### config.mk
export PLATFORM = sky130hd
export DESIGN_NAME = instr_mem_loader
export DESIGN_NICKNAME = d
export VERILOG_FILES = /design/src/rtl/iml_pkg.sv /design/src/rtl/iml_word_packer.sv /design/src/rtl/instr_mem_loader.sv
export SDC_FILE = /design/constraint.sdc
export NUM_CORES = 1
export LEC_CHECK = 0
export BUFFER_PORTS_ARGS = -buffer_cell sky130_fd_sc_hd__buf_2
export CORE_MARGIN = 2
export CORE_UTILIZATION = 56
export DETAILED_ROUTE_END_ITERATION = 10
export PLACE_DENSITY = 0.78
export SYNTH_ARGS = -nofsm -noshare
export SYNTH_HDL_FRONTEND = slang
export SYNTH_SLANG_ARGS = --single-unit
### constraint.sdc
create_clock -name clk_i -period 3.2 [get_ports clk_i]
set_input_delay 0.32 -clock clk_i [delete_from_list [all_inputs] [get_ports clk_i]]
set_output_delay 0.32 -clock clk_i [all_outputs]
set_load 0.02 [all_outputs]
### src/rtl/iml_pkg.sv
// Shared constants and FSM state encodings for the instruction memory loader.
package iml_pkg;

  localparam int unsigned BYTES_PER_WORD = 4;
  localparam int unsigned LEN_W_DEF      = 16;
  localparam int unsigned ST_W           = 3;

  typedef logic [ST_W-1:0] state_t;

  localparam state_t ST_IDLE   = 3'd0;
  localparam state_t ST_LEN_HI = 3'd1;
  localparam state_t ST_LEN_LO = 3'd2;
  localparam state_t ST_DATA   = 3'd3;
  localparam state_t ST_CSUM   = 3'd4;
  localparam state_t ST_DONE   = 3'd5;
  localparam state_t ST_ERR    = 3'd6;

endpackage

### src/rtl/iml_word_packer.sv
// Packs accepted bytes big-endian into a 32-bit word and pulses word_ready_o
// the cycle after the fourth byte of a group.
module iml_word_packer
  import iml_pkg::*;
(
  input  logic        clk_i,
  input  logic        rst_i,
  input  logic        clr_i,
  input  logic        byte_en_i,
  input  logic [7:0]  byte_i,
  output logic        last_byte_c_o,
  output logic [31:0] word_o,
  output logic        word_ready_o
);

  logic [1:0]  cnt_q;
  logic [23:0] sr_q;
  logic [31:0] word_q;
  logic        ready_q;

  assign last_byte_c_o = (cnt_q == 2'(BYTES_PER_WORD - 1));
  assign word_o        = word_q;
  assign word_ready_o  = ready_q;

  always_ff @(posedge clk_i or negedge rst_i) begin
    if (!rst_i) begin
      cnt_q   <= '0;
      sr_q    <= '0;
      word_q  <= '0;
      ready_q <= 1'b0;
    end else if (clr_i) begin
      cnt_q   <= '0;
      sr_q    <= '0;
      ready_q <= 1'b0;
    end else begin
      ready_q <= byte_en_i && last_byte_c_o;
      if (byte_en_i) begin
        cnt_q <= cnt_q + 2'd1;
        sr_q  <= {sr_q[15:0], byte_i};
        if (last_byte_c_o) word_q <= {sr_q, byte_i};
      end
    end
  end

endmodule

### src/rtl/instr_mem_loader.sv
// Loads a length-prefixed byte image into instruction memory and releases the
// CPU from reset once it is complete. Define IML_CSUM_EN for the trailing XOR checksum.
module instr_mem_loader
  import iml_pkg::*;
#(
  parameter int unsigned ADDR_W = 7,
  parameter int unsigned LEN_W  = LEN_W_DEF
) (
  input  logic        clk_i,
  input  logic        rst_i,
  input  logic        start_i,
  input  logic        byte_valid_i,
  input  logic [7:0]  byte_data_i,
  output logic        byte_ready_o,
  output logic        mem_we_o,
  output logic [31:0] mem_addr_o,
  output logic [31:0] mem_wdata_o,
  output logic        cpu_rst_n_o,
  output logic        busy_o,
  output logic        done_o,
  output logic        err_o
);

  localparam int unsigned IDX_W    = ADDR_W + 1;
  localparam int unsigned CAPACITY = 1 << ADDR_W;
`ifdef IML_CSUM_EN
  localparam state_t ST_POST_DATA = ST_CSUM;
`else
  localparam state_t ST_POST_DATA = ST_DONE;
`endif

  state_t           state_q, state_d;
  logic [7:0]       len_hi_q, len_hi_d;
  logic [LEN_W-1:0] n_q, n_d;
  logic [IDX_W-1:0] idx_q, idx_d, idx_inc;
  logic [31:0]      addr_q, addr_d;
  logic             ready_q, ready_d, busy_q, busy_d, done_q, done_d, err_q, err_d;
`ifdef IML_CSUM_EN
  logic [7:0]       csum_q, csum_d;
`endif

  logic accept_c, pk_clr_c, pk_en_c, pk_last_c, pk_ready;
  logic [31:0] pk_word;

  assign accept_c = byte_valid_i && ready_q;
  assign idx_inc  = idx_q + IDX_W'(1);

  iml_word_packer u_packer (
    .clk_i         (clk_i),
    .rst_i         (rst_i),
    .clr_i         (pk_clr_c),
    .byte_en_i     (pk_en_c),
    .byte_i        (byte_data_i),
    .last_byte_c_o (pk_last_c),
    .word_o        (pk_word),
    .word_ready_o  (pk_ready)
  );

  // Next-state, datapath updates and registered output decode.
  always_comb begin
    state_d  = state_q;
    len_hi_d = len_hi_q;
    n_d      = n_q;
    idx_d    = idx_q;
    addr_d   = addr_q;
    pk_clr_c = 1'b0;
    pk_en_c  = 1'b0;
`ifdef IML_CSUM_EN
    csum_d   = csum_q;
`endif
    case (state_q)
      ST_IDLE, ST_DONE, ST_ERR: begin
        if (start_i) begin
          state_d  = ST_LEN_HI;
          len_hi_d = '0;
          n_d      = '0;
          idx_d    = '0;
          pk_clr_c = 1'b1;
`ifdef IML_CSUM_EN
          csum_d   = '0;
`endif
        end
      end
      ST_LEN_HI: begin
        if (accept_c) begin
          len_hi_d = byte_data_i;
          state_d  = ST_LEN_LO;
        end
      end
      ST_LEN_LO: begin
        if (accept_c) begin
          n_d = LEN_W'({len_hi_q, byte_data_i});
          if (n_d == '0)                  state_d = ST_POST_DATA;
          else if (32'(n_d) > CAPACITY)   state_d = ST_ERR;
          else                            state_d = ST_DATA;
        end
      end
      ST_DATA: begin
        if (accept_c) begin
          pk_en_c = 1'b1;
`ifdef IML_CSUM_EN
          csum_d  = csum_q ^ byte_data_i;
`endif
          if (pk_last_c) begin
            addr_d = 32'({idx_q[ADDR_W-1:0], 2'b00});
            idx_d  = idx_inc;
            if (LEN_W'(idx_inc) == n_q) state_d = ST_POST_DATA;
          end
        end
      end
`ifdef IML_CSUM_EN
      ST_CSUM: begin
        if (accept_c) state_d = (byte_data_i == csum_q) ? ST_DONE : ST_ERR;
      end
`endif
      default: state_d = ST_IDLE;
    endcase

    busy_d  = (state_d == ST_LEN_HI) || (state_d == ST_LEN_LO) ||
              (state_d == ST_DATA)   || (state_d == ST_CSUM);
    ready_d = busy_d;
    done_d  = (state_d == ST_DONE);
    err_d   = (state_d == ST_ERR);
  end

  always_ff @(posedge clk_i or negedge rst_i) begin
    if (!rst_i) begin
      state_q  <= ST_IDLE;
      len_hi_q <= '0;
      n_q      <= '0;
      idx_q    <= '0;
      addr_q   <= '0;
      ready_q  <= 1'b0;
      busy_q   <= 1'b0;
      done_q   <= 1'b0;
      err_q    <= 1'b0;
`ifdef IML_CSUM_EN
      csum_q   <= '0;
`endif
    end else begin
      state_q  <= state_d;
      len_hi_q <= len_hi_d;
      n_q      <= n_d;
      idx_q    <= idx_d;
      addr_q   <= addr_d;
      ready_q  <= ready_d;
      busy_q   <= busy_d;
      done_q   <= done_d;
      err_q    <= err_d;
`ifdef IML_CSUM_EN
      csum_q   <= csum_d;
`endif
    end
  end

  assign byte_ready_o = ready_q;
  assign busy_o       = busy_q;
  assign done_o       = done_q;
  assign cpu_rst_n_o  = done_q;
  assign err_o        = err_q;
  assign mem_we_o     = pk_ready;
  assign mem_addr_o   = addr_q;
  assign mem_wdata_o  = pk_word;

endmodule
======== Yosys cells after proc, flatten, opt, wreduce, memory -nomap -nowiden ========
Cells that the tools add are included.
storage, ports and cells
  flip-flop bits (word level) ............. 104
  logic and storage cells ................. 78
  output and inout port bits .............. 70
operators by class
  bitwise operators ....................... 1
  multiplexer cells ....................... 27
  $lt $le $gt $ge ......................... 1
  reduce and logical (&&, ||, !) cells .... 17
  add/sub/neg operators ................... 2
  equality and inequality tests ........... 18
operators by type and width
  cell                                                                               count
  24-bit 2-to-1 mux                                                                  2
  16-bit 2-to-1 mux                                                                  2
  8-bit 2-to-1 mux                                                                   4
  16-bit one-hot mux with 2 select lines                                             1
  8-bit one-hot mux with 2 select lines                                              2
  3-bit 2-to-1 mux                                                                   8
  8-bit by 16-bit == test with 1-bit output                                          1
  16-bit by 8-bit greater-than comparator with 1-bit output (second input constant)  1
  16-bit zero test                                                                   1
  3-bit == test (second input constant)                                              5
  3-bit by 2-bit == test with 1-bit output (second input constant)                   4
  3-bit one-hot mux with 4 select lines                                              1
  3-bit AND reduction                                                                4
  8-bit by 1-bit adder with 8-bit output (second input constant)                     1
  2-bit inequality test (second input constant)                                      4
  2-bit nonzero test                                                                 4
  3-bit by 1-bit == test with 1-bit output (second input constant)                   2
  1-bit 2-to-1 mux                                                                   5
  2-bit 2-to-1 mux                                                                   2
  4-bit AND reduction                                                                1
  3-bit zero test                                                                    1
  1-bit logical OR                                                                   3
  3-bit OR reduction                                                                 1
  2-bit by 1-bit adder with 2-bit output (second input constant)                     1
  4 further kinds                                                                    5

======== Depth between registers and ports, before layout ========
Gate-level depths: netlist (run 1).
  word-level depth ........................ 10
  mapped depth ............................ 8
  depth with buffers taken out ............ 6

======== Modules after synthesis ========
A second synthesis (run 1) with hierarchy kept.
second synthesis, totals
  cells, all modules ...................... 450
  area, all modules ....................... 4944.7 sq um
by module, submodules not included
  module            cells each  instances  area an instance (sq um)  seq. area each (sq um)
  instr_mem_loader  295         1          2531.2                    1126.1
  iml_word_packer   155         1          2413.6                    1476.4

======== Least setup slack after synthesis (run 1) ========
Ideal clock, no wire load.
  path kind ............................... flip-flop to flip-flop
  start point ............................. register idx_q[0]
  end point ............................... register busy_q, in the netlist busy_o
  clock period less this slack ............ 2.507 ns
  path slack .............................. 0.693 ns
  cell stages (with the launch flop) ...... 7
  setup time .............................. 0.120 ns
  buffers on the path ..................... 0
  arrival ................................. 2.387 ns
  cell sequence ........................... dfrtp_1 ha_1 xor2_1 or4_1 or4_1 or4_4 and3b_1
on the way
  longest elaborated chain between the ends .. 10
  elaborated cells between the ends (all ways) .. 13
  classes of those cells .................. add/sub (1); eq/ne (5); mux (4); reduce/logical (3)
ends and longest elaborated chain
  item                                                                                                         line                     RTL
  start: declaration                                                                                           instr_mem_loader.sv:35   logic [IDX_W-1:0] idx_q, idx_d, idx_inc;
  start signal: assignment                                                                                     instr_mem_loader.sv:144  idx_q <= idx_d;
  8-bit by 1-bit adder with 8-bit output *                                                                     instr_mem_loader.sv:46   assign idx_inc = idx_q + IDX_W'(1);
  8-bit by 16-bit == test with 1-bit output *                                                                  instr_mem_loader.sv:107  if (LEN_W'(idx_inc) == n_q) state_d = ST_POST_DATA;
  3-bit 2-to-1 mux *                                                                                           instr_mem_loader.sv:107
  3-bit 2-to-1 mux *                                                                                           instr_mem_loader.sv:104  if (pk_last_c) begin
  3-bit 2-to-1 mux *                                                                                           instr_mem_loader.sv:99   if (accept_c) begin
  3-bit one-hot mux with 4 select lines *                                                                      instr_mem_loader.sv:71   case (state_q)
  3-bit by 1-bit == test with 1-bit output / 3-bit by 2-bit == test with 1-bit output (equally long branches)  instr_mem_loader.sv:119  busy_d = (state_d == ST_LEN_HI) || (state_d == ST_LEN_LO) ||
  1-bit logical OR (2 in series)                                                                               instr_mem_loader.sv:119
  1-bit logical OR *                                                                                           instr_mem_loader.sv:120  (state_d == ST_DATA) || (state_d == ST_CSUM);
  net busy_d                                                                                                   instr_mem_loader.sv:37   logic ready_q, ready_d, busy_q, busy_d, done_q, done_d, err_q, err_d;
  end signal: assignment                                                                                       instr_mem_loader.sv:147  busy_q <= busy_d;
  end: declaration                                                                                             instr_mem_loader.sv:37
Mark *: on every way through the listed nets, which the timed path passes. The rest lies on a longest branch.
A chain may end at the register's enable or synchronous reset.

======== Worst setup path in the final report (run 1) ========
Ends and elaborated chain as after synthesis.

==> summary.txt, run 1 <==
status = complete, no violations
P per Cell Area = 760 mW/mm^2
FP Rows = 33
final WL = 9410 um
Die Y = 96.0 um
f_max = 384 MHz
count leader, synth = nand2_1
Seq cells post-synth = 104
CP Launch Type = flop
Slew @ Worst Pin = 924 ps
grt total ovfl = 0
hold slack = 222 ps
Register-to-Register Path Depth = 6
Multi-input gate area = 0.00190 mm^2
ANT nets after route = 0
setup TNS = 0 ps
count of different cell masters after synthesis = 48
first-pass GRT wire length = 15,400 um
required time of the critical path = 3460 ps
share of layout cells above drive strength 1 = 0.193
post-detail-place hpwl = 6410 um
Syn Inst Count = 494
Yosys warning count = 0
CTS tree = done
DRC = 0
Peak VDD IR = 411 uV
Final Max Tran Viols = 0
CP Launch Point = idx_q[0]
GRT Total Usage = 0.218
area of the core = 0.00822 mm^2
Crit. End Element = flop
DR vias/cell = 5.35
Worst R2R End = busy_o
WL/cell = 14.5 um
flop-to-flop setup slack = 600 ps
Root Buffer = clkbuf_8
antenna violations before repair = 0
Worst Setup EP = busy_o
critical path fanouts, max = 7
Post-synth EDFFs = 0
vias in the first global route = 3,123
layout filler cell count = 698
initial drt markers = 189
later-pin clock latency in the skew report = 370 ps
fin crit period = 2600 ps
nets@finish = 552
RSZ-0062 raised after global routing = false
Synth-to-Final Area Change = 9.31%
Die W = 96.0 um
register area = 0.00260 mm^2
post-CTS setup buffers = 0
CP Class = flop to flop
skew final = 7.51 ps
Initial Utilization = 0.577
max_cap viols = 0
crit share post-route = 0.813
ant diodes = 0
Avg Cell Area, Syn = 9.60 um^2
clock-pin slew on the worst setup and hold paths = 100 ps
Port Buffers = 56
clock tree buffer depth = 2
RePlAce Congestion = 0.872
Async S/R FF share, synth = 1.00
drt first pass iters = 4
area share of the largest cell type after synthesis = 0.549
CTS Buf Count = 9
Hold Path Class = input pin to flop
io pins = 82
final hold violations = 0
die area = 0.00922 mm^2
top cells by area, synth = dfrtp_1 55%, nand2_1 12%, buf_4 4.4%
# clock sinks = 104
CP arrival = 2860 ps
Synth Cell Area = 0.00474 mm^2
final setup vio count = 0
Most used DFF post-synth = dfrtp_1
post-synthesis sequential area ratio = 0.549
LEAKAGE = 2.66 nW
Synth area leader = dfrtp_1
H-tree levels = 3
Slew headroom = 0.384
largest net degree at the start of global routing = 55
via total after detailed routing = 3,467
worst reg2reg path startpoint = idx_q[0]
synth cell count leaders = 153 x nand2_1, 104 x dfrtp_1, 33 x a21oi_1
cell usage in the layout, fill, tap and decap left out, types with 3 or more instances in the layout:
| cell type | count |
|---|---|
| o21ai_0 | 24 |
| buf_2 | 55 |
| dfrtp_1 | 104 |
| nand3_1 | 3 |
| nand2_1 | 153 |
| and3b_1 | 3 |
| mux2_2 | 18 |
| nor2_1 | 8 |
| and2_1 | 4 |
| xor2_1 | 5 |
| conb_1 | 25 |
| clkinv_4 | 3 |
| a21boi_1 | 3 |
| mux2_1 | 6 |
| xnor2_1 | 6 |
| nor4_1 | 4 |
| inv_1 | 3 |
| o21ai_1 | 15 |
| a21oi_1 | 33 |
| and3_1 | 6 |
| clkbuf_8 | 10 |
| buf_4 | 6 |
| nor2b_1 | 3 |
| nor3_1 | 4 |
layout make-up:
| cell class | instances | share of cell area |
|---|---|---|
| clock inverters | 6 | 0.00989 |
| repair buffers | 63 | 0.0676 |
| flip-flops and latches | 104 | 0.502 |
| inverters | 4 | 0.00290 |
| well taps | 105 | 0.0253 |
| clock buffers | 10 | 0.0265 |
| multi-input cells | 356 | 0.366 |
power breakdown:
| group | switching [mW] | internal (mW) |
|---|---|---|
| sequential | 0.263 | 1.64 |
| combinational | 0.795 | 0.465 |
| clock | 0.460 | 0.315 |
per-stage QoR:
stage / utilization / instance area, um^2 / instances / power, mW / setup slack [ps]
6_report: 0.631 / 5180 / 648 / 3.94 / 599
5_1_grt: 0.631 / 5180 / 648 / 4.21 / 504
4_1_cts: 0.631 / 5180 / 648 / 3.96 / 592
3_5_place_dp: 0.607 / 4990 / 631 / 3.19 / 612
3_3_place_gp: 0.607 / 4990 / 631 / 3.13 / 642
2_1_floorplan: - / 4830 / 518 / 2.83 / 693
layer usage:
| layer | global-route usage | vias up | wire, um |
|---|---|---|---|
| li1 | - | 1684 | - |
| met1 | 0.318 | 1667 | 4250 |
| met2 | 0.332 | 104 | 4440 |
| met3 | 0.0368 | 12 | 575 |
| met4 | 0.0786 | 0 | 132 |
| met5 | 0 | - | 0 |
how the worst min path moves through the flow:
stage	end	cells after the start	from
after floorplan	busy_o	0	rst_i
after global placement	len_hi_q[2]	1	rst_i
after detailed placement	state_q[0]	1	rst_i
after CTS	u_packer.word_o[5]	3	byte_data_i[5]
after global routing	u_packer.word_o[1]	3	byte_data_i[1]
final	u_packer.word_o[5]	3	byte_data_i[5]
worst max-delay path, stage by stage (launching register included):
cell     delay, ps
dfrtp_1        450
ha_1           350
xor2_1         140
or4_1          380
or4_1          520
or4_4          450
and3b_1        200
repair_timing:
item,CTS,global route
endpoints found under the setup margin,0,0
hold endpoints to repair,25,0
hold buffers,1,0
resized for setup,0,0
flip-flops by register name, indices dropped and copies added (netlist names):
| register | cells |
|---|---|
| n_q | 16 |
| u_packer.cnt_q | 2 |
| err_o | 1 |
| cpu_rst_n_o | 1 |
| state_q | 3 |
| u_packer.word_ready_o | 1 |
| idx_q | 8 |
| mem_addr_o | 7 |
| u_packer.word_o | 32 |
| busy_o | 1 |
| len_hi_q | 8 |
| u_packer.sr_q | 24 |
kinds of logic after synthesis:
logic type,share of synthesized area
xor gates and xnor gates,0.0203
DFF,0.549
AOI/OAI and AO/OA,0.101
other,0.000791
muxes,0.0591
and+or+nand+nor,0.193
adders and majority gates,0.00527
buffers and inverters,0.0720
Power figures use the tool's default switching activity.
==> inputs of run 2 (changes only) <==
clock period = 2.7 ns   (was 3.2 ns; I/O delays follow)
==> run 2 against run 1 <==
Clock power rose by 27%. Die area unchanged. Core utilization increased by 0.41 points. Highest routed layer unchanged.
==> summary.txt, run 2 (synthesized netlist as in run 1, its figures left out) <==
largest net degree at the start of global routing = 60
most common cell after layout, fill and taps aside = nand2_1
clock tree buffer depth = 2
drt first pass iters = 4
required time of the critical path = 2980 ps
clock-pin slew on the worst setup and hold paths = 110 ps
skew final = 11.1 ps
# clock sinks = 104
P per Cell Area = 911 mW/mm^2
max reg flops = 32
Top delay family on crit path = simple AND/OR/NAND/NOR gates
Hold Crit Endpoint = u_packer.word_o[4]
ANT nets after route = 0
Largest stage delay, worst path = 530 ps
post-detail-place hpwl = 6530 um
f_max = 390 MHz
Clk pwr share = 0.206
final hold violations = 0
combinational power share = 0.320
sequential power share = 0.474
FP Rows = 33
ant diodes = 0
CP Launch Type = flop
setup TNS = 0 ps
antenna violations before repair = 0
hold depth = 3
Slew headroom = 0.429
Worst R2R End = busy_o
Slew @ Worst Pin = 855 ps
nets@finish = 554
die area = 0.00922 mm^2
switching pwr = 1.87 mW
share of layout cells above drive strength 1 = 0.196
fin crit period = 2570 ps
GRT Total Usage = 0.224
max_cap viols = 0
Final Max Tran Viols = 0
crit path cell chain = ha_1 > xor2_1 > or4_1 > or4_1 > or4_4 > and3b_1
post-layout util = 0.635
crit share post-route = 0.950
CP arrival = 2850 ps
CTS Buf Count = 9
area of the core = 0.00822 mm^2
Peak VDD IR = 484 uV
later-pin clock latency in the skew report = 390 ps
grt total ovfl = 0
Register-to-Register Path Depth = 6
RePlAce Congestion = 0.813
min-delay src = byte_data_i[4]
CTS tree = done
Die Y = 96.0 um
flop-to-flop setup slack = 130 ps
final WL = 9550 um
io pins = 82
slowest cell on the critical path = or4_1
final setup vio count = 0
vias in the first global route = 3,275
WL/cell = 14.7 um
CP Class = flop to flop
Crit. End Element = flop
DR vias/cell = 5.34
Worst Path Buf+Inv = 0
LEAKAGE = 2.67 nW
Pint = 2.88 mW
RSZ-0062 raised after global routing = false
first-pass GRT wire length = 15,800 um
critical path fanouts, max = 5
Port Buffers = 56
Hold Path Class = input pin to flop
most frequent cells in the layout = 153 x nand2_1, 104 x dfrtp_1, 55 x buf_2, 33 x a21oi_1, 25 x conb_1
Initial Utilization = 0.577
Switching Fraction = 0.394
Die W = 96.0 um
DRC = 0
status = complete, no violations
H-tree levels = 3
worst reg2reg path startpoint = idx_q[1]
Synth-to-Final Area Change = 10.0%
via total after detailed routing = 3,472
Root Buffer = clkbuf_8
Crit path top cell by count = or4_1
initial drt markers = 194
-- run 2: cell types whose count changed in the layout (fill, tap and decap cells not counted), sizes merged --
cell	before	now
clkbuf	10	9
buf	62	64
inv	6	7
-- run 2: worst reg2reg max path: stages (launching register included) --
cell	delay, ps
dfrtp_1	430
ha_1	330
xor2_1	150
or4_1	390
or4_1	530
or4_4	450
and3b_1	190
-- run 2: layer usage --
layer  global-route usage  wire length (um)  vias to the layer above
met5                    0                 0                        -
met4               0.0702               147                        0
met3               0.0587               519                       16
met2                0.344              4610                      100
met1                0.314              4270                     1671
li1                     -                 -                     1685
-- run 2: repair_timing --
item | in CTS | in global routing
endpoints found under the setup margin | 0 | 0
gates resized for setup | 0 | 0
hold buffers | 1 | 0
buffers inserted | 0 | 0
endpoints found under the hold margin | 45 | 0
-- run 2: worst max path at each step --
stage | startpoint | to | slack (ps) | depth (start not counted)
CTS | idx_q[1] | busy_o | 140 | 6
global route | idx_q[1] | busy_o | 60 | 6
floorplan | idx_q[0] | busy_o | 190 | 6
detailed placement | idx_q[1] | busy_o | 150 | 6
global placement | idx_q[1] | busy_o | 200 | 6
finish | idx_q[1] | busy_o | 130 | 6
-- run 2: through the flow --
| stage | cells | setup WS (ps) | hold WS, ps | area (um^2) | power, mW |
|---|---|---|---|---|---|
| final | 650 | 135 | 156 | 5220 | 4.75 |
| after global routing | 650 | 64.6 | 162 | 5220 | 5.09 |
| after CTS | 650 | 140 | 146 | 5220 | 4.78 |
| after detailed placement | 633 | 152 | 325 | 5000 | 3.80 |
| after global placement | 633 | 198 | 316 | 5000 | 3.73 |
| after floorplan | 518 | 193 | -25.6 | 4830 | 3.36 |
-- run 2: power by group through the flow --
stage,logic [mW],registers [mW],clock network [mW]
finish,1.52,2.25,0.981
floorplan,1.07,2.29,0
detailed placement,1.52,2.28,0
global route,1.71,2.31,1.07
CTS,1.53,2.25,1.00
global placement,1.47,2.26,0
-- run 2: cell type report --
class                   instances  area (um^2)
clock buffers                   9          124
clock inverters                 7         83.8
fillers                       683         3000
inverters                       4         15.0
multi-input cells             356         1900
flip-flops and latches        104         2600
well taps                     105          131
repair buffers                 65          365
==> inputs of run 3 (changes only) <==
clock period = 2.45 ns   (was 2.7 ns; I/O delays follow)
==> run 3 against run 2 <==
The flow now finishes with violations (setup timing). First-iteration DRC count increased by 14%. Critical path depth unchanged. Sequential share of layout area decreased by 0.40 points. Clock power increased by 0.7%. Clock skew about the same. Worst hold slack improved by 10 ps. Total power increased by 9.7%. Routed wire length increased by 5.7%.
==> summary.txt, run 3 (synthesized netlist as in run 1, its figures left out) <==
status = finished with violations
violated checks = setup timing
Synth-to-Final Area Change = 11.0%
H-tree levels = 3
Slew headroom = 0.574
antenna violations before repair = 0
final hold violations = 0
CTS Buf Count = 9
drt first pass iters = 5
LEAKAGE = 2.69 nW
met1 Use GR = 0.336
share of layout cells above drive strength 1 = 0.213
CP arrival = 2740 ps
setup TNS = -37.9 ps
P per Cell Area = 990 mW/mm^2
RSZ-0062 raised after global routing = true
ant diodes = 0
CTS tree = done
max_cap viols = 0
fin crit period = 2490 ps
DRC = 0
skew final = 11.5 ps
f_max = 402 MHz
WL/cell = 15.3 um
crit path cell chain = ha_4 > xor2_1 > or4_1 > or4_4 > or4_4 > and3b_1
vias in the first global route = 3,355
ANT nets after route = 0
M2 GR Usage = 0.370
RePlAce Congestion = 0.859
Largest stage delay, worst path = 530 ps
Slew @ Worst Pin = 639 ps
die area = 0.00922 mm^2
# clock sinks = 104
Top delay family on crit path = simple AND/OR/NAND/NOR gates
GRT Total Usage = 0.235
most frequent cells in the layout = 153 x nand2_1, 103 x dfrtp_1, 55 x buf_2, 33 x a21oi_1, 25 x conb_1
via total after detailed routing = 3,575
Port Buffers = 56
area of the core = 0.00822 mm^2
nets@finish = 563
Crit path top cell by count = or4_4
later-pin clock latency in the skew report = 360 ps
io pins = 82
fin worst setup slack = -37.9 ps
first-pass GRT wire length = 16,500 um
CP Launch Type = flop
initial drt markers = 221
max reg flops = 32
largest net degree at the start of global routing = 44
Peak VDD IR = 556 uV
Hold Path Class = input pin to flop
clock tree buffer depth = 2
Final Max Tran Viols = 0
layer carrying the most global-route usage = met2
Cells after DPL = 642
fin cells = 659
Die W = 96.0 um
Initial Utilization = 0.577
Power Total = 5.21 mW
Crit. End Element = flop
clock-pin slew on the worst setup and hold paths = 100 ps
CP Class = flop to flop
grt total ovfl = 0
crit share post-route = 1.02
most common cell after layout, fill and taps aside = nand2_1
FP Rows = 33
met3 Usage GRT = 0.0360
Post-Place Worst Slack = -41.6 ps
final WL = 10,100 um
DR vias/cell = 5.42
Die Y = 96.0 um
slowest cell on the critical path = or4_4
Worst Path Buf+Inv = 0
post-detail-place hpwl = 7060 um
critical path fanouts, max = 4
Root Buffer = clkbuf_8
required time of the critical path = 2700 ps
final setup vio count = 1
[run 3: cell types whose count changed in the layout (fill, tap and decap cells not counted), moves of 2 or more]
| cell | delta |
|---|---|
| buf_4 | +10 |
| clkinv_8 | -2 |
| clkinvlp_4 | +2 |
| inv_6 | +2 |
| inv_8 | -2 |
[run 3: per-layer routing]
metal	part of all wire	up-vias
met5	0	-
li1	-	1697
met3	0.051	12
met4	0.013	0
met2	0.49	117
met1	0.44	1749
[run 3: layout make-up]
cell class,count,area (um^2)
Inverter,4,15.0
Multi-Input combinational cell,356,1910
Sequential cell,104,2600
Fill cell,668,2950
Timing Repair Buffer,74,420
Tap cell,105,131
Clock inverter,6,52.6
Clock buffer,10,128
[run 3: path summary, 6_finish.rpt]
| path | slack, ps | from | endpoint | cells after the start |
|---|---|---|---|---|
| worst min register to register | 480 | mem_addr_o[2] | mem_addr_o[2] | 2 |
| worst min-delay path | 170 | byte_data_i[1] | u_packer.word_o[1] | 3 |
| worst max-delay path | -40 | idx_q[1] | busy_o | 6 |
| worst max register to register | -40 | idx_q[1] | busy_o | 6 |
| max in group asynchronous | 1340 | rst_i | u_packer.sr_q[3] | 3 |
| min in group asynchronous | 360 | rst_i | idx_q[1] | 2 |
[run 3: worst min-delay path, delay by kind of cell]
family / cells / cell delay (ps)
and+or+nand+nor: 2 / 100
buffers and inverters: 1 / 140
[run 3: timing repair]
item,CTS,global route
setup endpoints to repair,2,3
resized for setup,1,0
hold endpoints to repair,32,0
hold buffers,1,0
buffers inserted,0,0
[run 3: report_power, final]
part,leakage [nW],switching [mW],internal (mW)
registers,1.42,0.333,2.14
clock network,0.0854,0.601,0.387
logic,1.19,1.11,0.640
[run 3: stage by stage]
stage,hold slack (ps),util,area (um^2)
after floorplan,-50.6,-,4850
after CTS,156,0.641,5260
after global placement,217,0.617,5070
after detailed placement,217,0.617,5070
after global routing,170,0.641,5260
final,167,0.641,5260
